==> src/rtl/cpu_ctrl_fsm.sv <==
// rtl/cpu_ctrl_fsm.sv - multi-cycle control FSM for the 16-bit CPU
module cpu_ctrl_fsm #(
  parameter int WAIT_MAX = 15,
  parameter int RET_W    = 16
) (
  input  logic             clk,
  input  logic             reset,
  input  logic             run,
  input  logic [2:0]       opcode,
  input  logic             mem_ready,
  output logic             ir_en,
  output logic             pc_en,
  output logic             addr_sel,
  output logic             mem_req,
  output logic             mem_we,
  output logic [1:0]       alu_op,
  output logic [1:0]       wb_sel,
  output logic             rf_we,
  output logic             halted,
  output logic             error,
  output logic [2:0]       state,
  output logic [RET_W-1:0] retired
);

  localparam int WAIT_W = (WAIT_MAX > 1) ? $clog2(WAIT_MAX + 1) : 1;
  localparam logic [WAIT_W-1:0] WAIT_LIM = WAIT_W'(WAIT_MAX);

  typedef enum logic [2:0] {
    S_IDLE   = 3'd0,
    S_FETCH  = 3'd1,
    S_DECODE = 3'd2,
    S_MEM    = 3'd3,
    S_WB     = 3'd4,
    S_HALT   = 3'd5,
    S_ERROR  = 3'd6
  } state_t;

  state_t            state_q;
  state_t            state_d;
  logic [WAIT_W-1:0] wait_q;
  logic              retire;
  logic              timeout;

  assign state   = state_q;
  assign timeout = (WAIT_MAX != 0) && (wait_q == WAIT_LIM) && !mem_ready;

  // The wait counter only runs while a request is outstanding, so it is
  // already zero whenever FETCH or MEM is entered.
  always_ff @(posedge clk) begin
    if (!reset) begin
      state_q <= S_IDLE;
      wait_q  <= '0;
      retired <= '0;
    end else begin
      state_q <= state_d;
      if (mem_req && !mem_ready) begin
        wait_q <= wait_q + 1'b1;
      end else begin
        wait_q <= '0;
      end
      if (retire) begin
        retired <= retired + 1'b1;
      end
    end
  end

  always_comb begin
    state_d  = state_q;
    retire   = 1'b0;
    ir_en    = 1'b0;
    pc_en    = 1'b0;
    addr_sel = 1'b0;
    mem_req  = 1'b0;
    mem_we   = 1'b0;
    alu_op   = 2'b00;
    wb_sel   = 2'b00;
    rf_we    = 1'b0;
    halted   = 1'b0;
    error    = 1'b0;
    case (state_q)
      S_IDLE: begin
        if (run) state_d = S_FETCH;
      end
      S_FETCH: begin
        mem_req = 1'b1;
        if (mem_ready) begin
          ir_en   = 1'b1;
          pc_en   = 1'b1;
          state_d = S_DECODE;
        end else if (timeout) begin
          state_d = S_ERROR;
        end
      end
      S_DECODE: begin
        case (opcode)
          3'b101, 3'b110: state_d = S_MEM;
          3'b111:         state_d = S_HALT;
          default:        state_d = S_WB;
        endcase
      end
      S_MEM: begin
        mem_req  = 1'b1;
        addr_sel = 1'b1;
        mem_we   = (opcode == 3'b110);
        if (mem_ready) begin
          if (opcode == 3'b101) begin
            rf_we  = 1'b1;
            wb_sel = 2'b10;
          end
          retire  = 1'b1;
          state_d = run ? S_FETCH : S_IDLE;
        end else if (timeout) begin
          state_d = S_ERROR;
        end
      end
      S_WB: begin
        rf_we = 1'b1;
        if (opcode == 3'b100) begin
          wb_sel = 2'b01;
        end else begin
          alu_op = opcode[1:0];
        end
        retire  = 1'b1;
        state_d = run ? S_FETCH : S_IDLE;
      end
      S_HALT: begin
        halted = 1'b1;
      end
      S_ERROR: begin
        error = 1'b1;
      end
      default: begin
        state_d = S_IDLE;
      end
    endcase
  end

endmodule
==> config.mk <==
export PLATFORM = sky130hd
export DESIGN_NAME = cpu_ctrl_fsm
export DESIGN_NICKNAME = d
export VERILOG_FILES = /design/src/rtl/cpu_ctrl_fsm.sv
export SDC_FILE = /design/constraint.sdc
export NUM_CORES = 1
export LEC_CHECK = 0
export CAP_MARGIN = 30
export CORE_ASPECT_RATIO = 1.25
export CORE_UTILIZATION = 48
export CTS_BUF_LIST = sky130_fd_sc_hd__clkbuf_8
export DETAILED_ROUTE_END_ITERATION = 7
export PLACE_DENSITY = 0.79
export SETUP_SLACK_MARGIN = 0.2
export SLEW_MARGIN = 40
export SYNTH_ARGS = -nofsm -noshare
export SYNTH_HDL_FRONTEND = slang
export SYNTH_SLANG_ARGS = --single-unit
==> constraint.sdc <==
create_clock -name clk -period 2.05 [get_ports clk]
set_clock_uncertainty 0.15 [all_clocks]
set_input_delay 0.41 -clock clk [delete_from_list [all_inputs] [get_ports clk]]
set_output_delay 0.41 -clock clk [all_outputs]
set_load 0.1 [all_outputs]
==> results of run 1 <==
-- through the flow --
stage / hold WS (ns) / cells / worst slack, ns
after detailed placement: 0.304 / 216 / -0.252
after floorplan: 0.268 / 143 / -1.33
after global placement: 0.274 / 216 / -0.175
after CTS: 0.318 / 241 / -0.103
-- Yosys cell counts (all sizes together), types with 2 or more instances --
cell | count | area [um^2]
or2 | 2 | 12.5
nor2 | 15 | 56.3
nand4 | 2 | 12.5
nand3 | 4 | 20.0
nor4 | 2 | 12.5
o21ai | 14 | 70.1
xnor2 | 4 | 35.0
o211ai | 4 | 30.0
and3 | 2 | 13.8
and4 | 2 | 17.5
o2111ai | 3 | 61.3
and2 | 2 | 12.5
dfxtp | 23 | 460
nand2 | 4 | 15.0
or3 | 7 | 43.8
inv | 8 | 30.0
nor3 | 2 | 10.0
clkbuf | 2 | 7.51
ha | 2 | 25.0
a21oi | 14 | 70.1
xor2 | 6 | 52.6
buf | 5 | 52.6
-- repair_timing --
action | 4_1_cts
resized for setup | 26
setup endpoints to repair | 19
pin swaps | 17
setup buffers | 21
-- logic make-up after synthesis --
logic type | Yosys count
simple gates | 52
compound gates | 39
fa+ha+maj | 2
mux | 1
buf+inv | 16
flops | 23
xor+xnor | 10
==> out/qor.log, run 1 <==
[outcome] first error message [ERROR DPL-0038] Utilization greater than 100%, impossible to legalize
[sta] kind of the worst endpoint top-level output
[synth] arithmetic-cell share of the synthesized area counting full adders, half adders and majority gates 0.0201
[synth] count of cell types in the netlist 39
[synth] Synth async-reset ratio 0
[synth] total nets after synthesis 152
[floorplan] starting utilization of the core area 0.507
[placement] weighted congestion at the end of routability-driven global placement 0.807
[placement] placed inst area 2110 um^2
[synth] portion of the post-synthesis area used by sequential elements 0.371
[clock_tree] H-Tree Level Count 1
[placement] count of buffers from port buffering 37
[clock_tree] Max Buffers Root-to-Sink 2
[floorplan] chip width 47.5 um
[synth] post-synthesis instance area 1240 um^2
[clock_tree] clock root cell sky130_fd_sc_hd__clkbuf_8
[synth] area fraction in compound gates after synthesis 0.211
[clock_tree] CTS Buf Count 3
[synth] EDFF count, synth 0
[synth] main combinational cell family by area after synthesis simple AND/OR/NAND/NOR gates
[sta] worst endpoint from the post-global-route timing repair wb_sel[0]
[outcome] result of the run did not finish
[synth] Post-Synthesis Mean Instance Area 8.69 um^2
[synth] post-synthesis share of cell area spent on and, or, nand and nor gates 0.244
[grt] largest net degree at the start of global routing 15
[synth] multiplexer area fraction after synthesis 0.00806
[placement] HPWL Detailed 2780 um
[clock_tree] total of hold buffers inserted after clock tree synthesis 0
[synth] post-synthesis share of cell area spent on xor and xnor gates 0.0705
[synth] flip-flop and latch count after synthesis 23
[clock_tree] sink count of the clock tree 23
[synth] Post-synth top flop sky130_fd_sc_hd__dfxtp_1
[synth] count of synthesis-stage warnings from yosys 0
[floorplan] row count 20
[floorplan] I/O pin count 38
[floorplan] Chip Height 58.9 um
[synth] synthesized instance count 143
[outcome] Stop stage global routing (5_1_grt)
==> inputs of run 2 (changes only) <==
==> config.mk (replaced) <==
export PLATFORM = sky130hd
export DESIGN_NAME = cpu_ctrl_fsm
export DESIGN_NICKNAME = d
export VERILOG_FILES = /design/src/rtl/cpu_ctrl_fsm.sv
export SDC_FILE = /design/constraint.sdc
export NUM_CORES = 1
export LEC_CHECK = 0
export CAP_MARGIN = 30
export CORE_AREA = 2 2 63 65
export DETAILED_ROUTE_END_ITERATION = 7
export DIE_AREA = 0 0 65 67
export PLACE_DENSITY_LB_ADDON = 0.15
export SLEW_MARGIN = 40
export SYNTH_ARGS = -nofsm -noshare
export SYNTH_HDL_FRONTEND = slang
export SYNTH_SLANG_ARGS = --single-unit
==> out/qor.log, run 2 <==
[worst_hold_path] Hold Crit Class flip-flop to flip-flop
[clock_tree] CTS Buf Count 3
[synth] total nets after synthesis 152
[floorplan] chip width 65 um
[final_layout] area of combinational cells with multiple inputs 764 um^2
[clock_tree] clock root cell sky130_fd_sc_hd__clkbuf_8
[final_layout] max reg flops 16
[synth] portion of the post-synthesis area used by sequential elements 0.371
[sta] number of slew-limit violations in the final report 0
[clock_tree] clock slew at reported path FFs 0.08 ns
[power] proportion of power drawn by flip-flops and latches 0.413
[sta] aggregate negative setup slack 0 ns
[synth] count of cell types in the netlist 39
[final_layout] share of post-route cells with drive strength above 1 0.446
[synth] EDFF count, synth 0
[synth] most repeated cell in the gate-level netlist after synthesis sky130_fd_sc_hd__dfxtp_1
[critical_path] critical path launch point type flip-flop
[final_layout] area overhead of the layout relative to synthesis 77.3%
[synth] area fraction in compound gates after synthesis 0.211
[synth] arithmetic-cell share of the synthesized area counting full adders, half adders and majority gates 0.0201
[drt] mean routed wirelength per cell 14.2 um
[critical_path] Arrival @ worst endpoint 1.48 ns
[floorplan] row count 22
[placement] weighted congestion at the end of routability-driven global placement 0.741
[synth] Post-synth top flop sky130_fd_sc_hd__dfxtp_1
[final_layout] number of nets in the layout 205
[power] net switching power 0.417 mW
[critical_path] critical path start-end classification flip-flop to primary output
[drt] average via count per standard cell 5.07
[sta] Post-Route Hold Slack 0.314 ns
[floorplan] area of the die 4360 um^2
[floorplan] I/O pin count 38
[synth] largest area contributor in the netlist sky130_fd_sc_hd__dfxtp_1
[floorplan] Chip Height 67 um
[synth] count of synthesis-stage warnings from yosys 0
[critical_path] worst flop-to-flop path startpoint state[1]$_SDFFE_PN0P_
[clock_tree] CTS tree built
[final_layout] most common library cell in the layout ignoring fill and taps sky130_fd_sc_hd__buf_12
[sta] max frequency 491 MHz
[clock_tree] H-Tree Level Count 1
[clock_tree] Max Buffers Root-to-Sink 2
[outcome] result of the run finished clean
[power] Peak VDD IR 0.000431 V
[critical_path] highest net fanout along the worst path 6
[power] fraction of power spent switching nets 0.358
[drt] remaining routing DRC violations 0
[final_layout] storage element area 488 um^2
[sta] Period Utilization, post-route 0.994
[critical_path] internal reg-to-reg setup slack 0.17 ns
[synth] synthesized instance count 143
[drt] number of DRC markers after the initial detailed-route iteration 41
[synth] Post-Synthesis Mean Instance Area 8.69 um^2
[synth] flip-flop and latch count after synthesis 23
[sta] Least-Margin Pin Slew 0.287 ns
[placement] placed inst area 2100 um^2
[grt] via count of the first global-routing pass 1,212
[sta] Final setup violation count 0
[synth] Synth async-reset ratio 0
[critical_path] origin of the worst setup path state[2]$_SDFFE_PN0P_
[drt] post-route ant nets 0
[drt] Routed WL 3450 um
[final_layout] post-route design area 2200 um^2
[clock_tree] sink count of the clock tree 23
[floorplan] starting utilization of the core area 0.345
[critical_path] capturing point of the worst reg2reg path retired[15]$_SDFFE_PN0P_
[final_layout] number of filler instances in the final layout 304
[power] combinational cell fraction of total power 0.350
[synth] most instantiated cells after synthesis sky130_fd_sc_hd__dfxtp_1, sky130_fd_sc_hd__nor2_1, sky130_fd_sc_hd__a21oi_1, sky130_fd_sc_hd__o21ai_0, sky130_fd_sc_hd__inv_1
[critical_path] number of cells traversed by the worst register-to-register path 5
[synth] post-synthesis share of cell area spent on and, or, nand and nor gates 0.244
[drt] 1st-pass router iterations 4
[power] ratio of total power to cell area 529 nW/um^2
[synth] Yosys top cell area share 0.371
[grt] grt total ovfl 0
[grt] number of antenna violations at the first check in global routing 0
[synth] cells taking the most area after synthesis sky130_fd_sc_hd__dfxtp_1, sky130_fd_sc_hd__a21oi_1, sky130_fd_sc_hd__o21ai_0, sky130_fd_sc_hd__nor2_1, sky130_fd_sc_hd__o2111ai_4
[critical_path] required time of the critical path 1.49 ns
[power] total internal power 0.747 mW
[critical_path] crit end category primary output
[placement] HPWL Detailed 2490 um
[run] number of maximum-capacitance violations 0
[final_layout] largest reg by FF count retired
[synth] main combinational cell family by area after synthesis simple AND/OR/NAND/NOR gates
[sta] shortest clock period the worst path allows after layout 2.04 ns
[power] clock network power share 0.237
[floorplan] Core ar. 3610 um^2
[grt] first-pass GRT wire length 5550 um
[clock_tree] clock latency on the worst-skew pair 0.26 ns
[critical_path] last element of the critical path rf_we
[final_layout] most frequent cells in the layout sky130_fd_sc_hd__buf_12, sky130_fd_sc_hd__buf_4, sky130_fd_sc_hd__nor2_1, sky130_fd_sc_hd__o21ai_0, sky130_fd_sc_hd__a21oi_1
[clock_tree] total of hold buffers inserted after clock tree synthesis 0
[placement] count of buffers from port buffering 37
[grt] total global-route track usage 0.164
[sta] remaining max-slew budget at the tightest pin 0.808
[grt] largest net degree at the start of global routing 18
[sta] Final Hold Vio Count 0
[drt] via count 1,231
[synth] post-synthesis instance area 1240 um^2
[synth] post-synthesis share of cell area spent on xor and xnor gates 0.0705
[synth] multiplexer area fraction after synthesis 0.00806
[final_layout] antenna cells 0
[power] leakage 0.830 nW
[sta] unrepaired setup endpoints after global routing true
[worst_hold_path] hold path cells 1
run 2: cell counts after synthesis:
No cell type changed its count.
run 2: layout make-up:
type                            count  share of cell area
Clock inverter                      1             0.00227
Timing Repair Buffer               55               0.368
Clock buffer                        3              0.0187
Inverter                            9              0.0153
Tap cell                           48              0.0273
Sequential cell                    23               0.221
Multi-Input combinational cell    104               0.347
run 2: worst min path at each step:
stage                     slack [ns]            startpoint              endpoint
after floorplan                 0.27  wait_q[0]$_SDFF_PN0_  wait_q[0]$_SDFF_PN0_
after global placement          0.28  wait_q[0]$_SDFF_PN0_  wait_q[0]$_SDFF_PN0_
after detailed placement        0.30  wait_q[0]$_SDFF_PN0_  wait_q[0]$_SDFF_PN0_
after CTS                       0.32  wait_q[0]$_SDFF_PN0_  wait_q[0]$_SDFF_PN0_
after global routing            0.36  wait_q[0]$_SDFF_PN0_  wait_q[0]$_SDFF_PN0_
final                           0.31  wait_q[0]$_SDFF_PN0_  wait_q[0]$_SDFF_PN0_
run 2: stage by stage:
stage                     cells   util  total power [mW]  worst slack (ns)
after floorplan             143      -             0.744             -1.34
after global placement      231  0.582             0.875            -0.178
after detailed placement    231  0.582             0.879            -0.252
after CTS                   238  0.600              1.16           0.00501
after global routing        243  0.611              1.22           -0.0284
final                       243  0.611              1.16            0.0122
run 2: kinds of logic after synthesis:
group / Yosys count
AO/OA/AOI/OAI: 39
XOR/XNOR: 10
adder cells (fa/ha/maj): 2
buffers and inverters: 16
flip-flops: 23
multiplexers: 1
AND/OR/NAND/NOR: 52
run 2: what timing repair did:
action | 4_1_cts | 5_1_grt
setup buffers | 3 | 5
setup endpoints to repair | 7 | 8
gates resized for setup | 6 | 1
pin swaps | 4 | 4
run 2: per-layer routing:
layer	wire (um)	track usage	up-vias
met4	28	0.0399	0
li1	-	-	617
met3	107	0.0456	4
met1	1480	0.195	591
met2	1830	0.290	19
met5	0	0	-
run 2: critical path, stage by stage, from the launching register on:
cell and delay, ns:
sky130_fd_sc_hd__dfxtp_4 0.37, sky130_fd_sc_hd__and2b_4 0.27, sky130_fd_sc_hd__nand2_4 0.07, sky130_fd_sc_hd__nor4_4 0.16, sky130_fd_sc_hd__or2_4 0.18, sky130_fd_sc_hd__buf_12 0.16
run 2: power groups by stage:
stage	sequential [mW]	clock [mW]	combinational [mW]
3_5_place_dp	0.499	0	0.379
6_report	0.481	0.276	0.407
2_1_floorplan	0.544	0	0.200
4_1_cts	0.486	0.288	0.388
3_3_place_gp	0.499	0	0.375
5_1_grt	0.483	0.313	0.423
No activity file was read; power rests on OpenSTA's default activity.
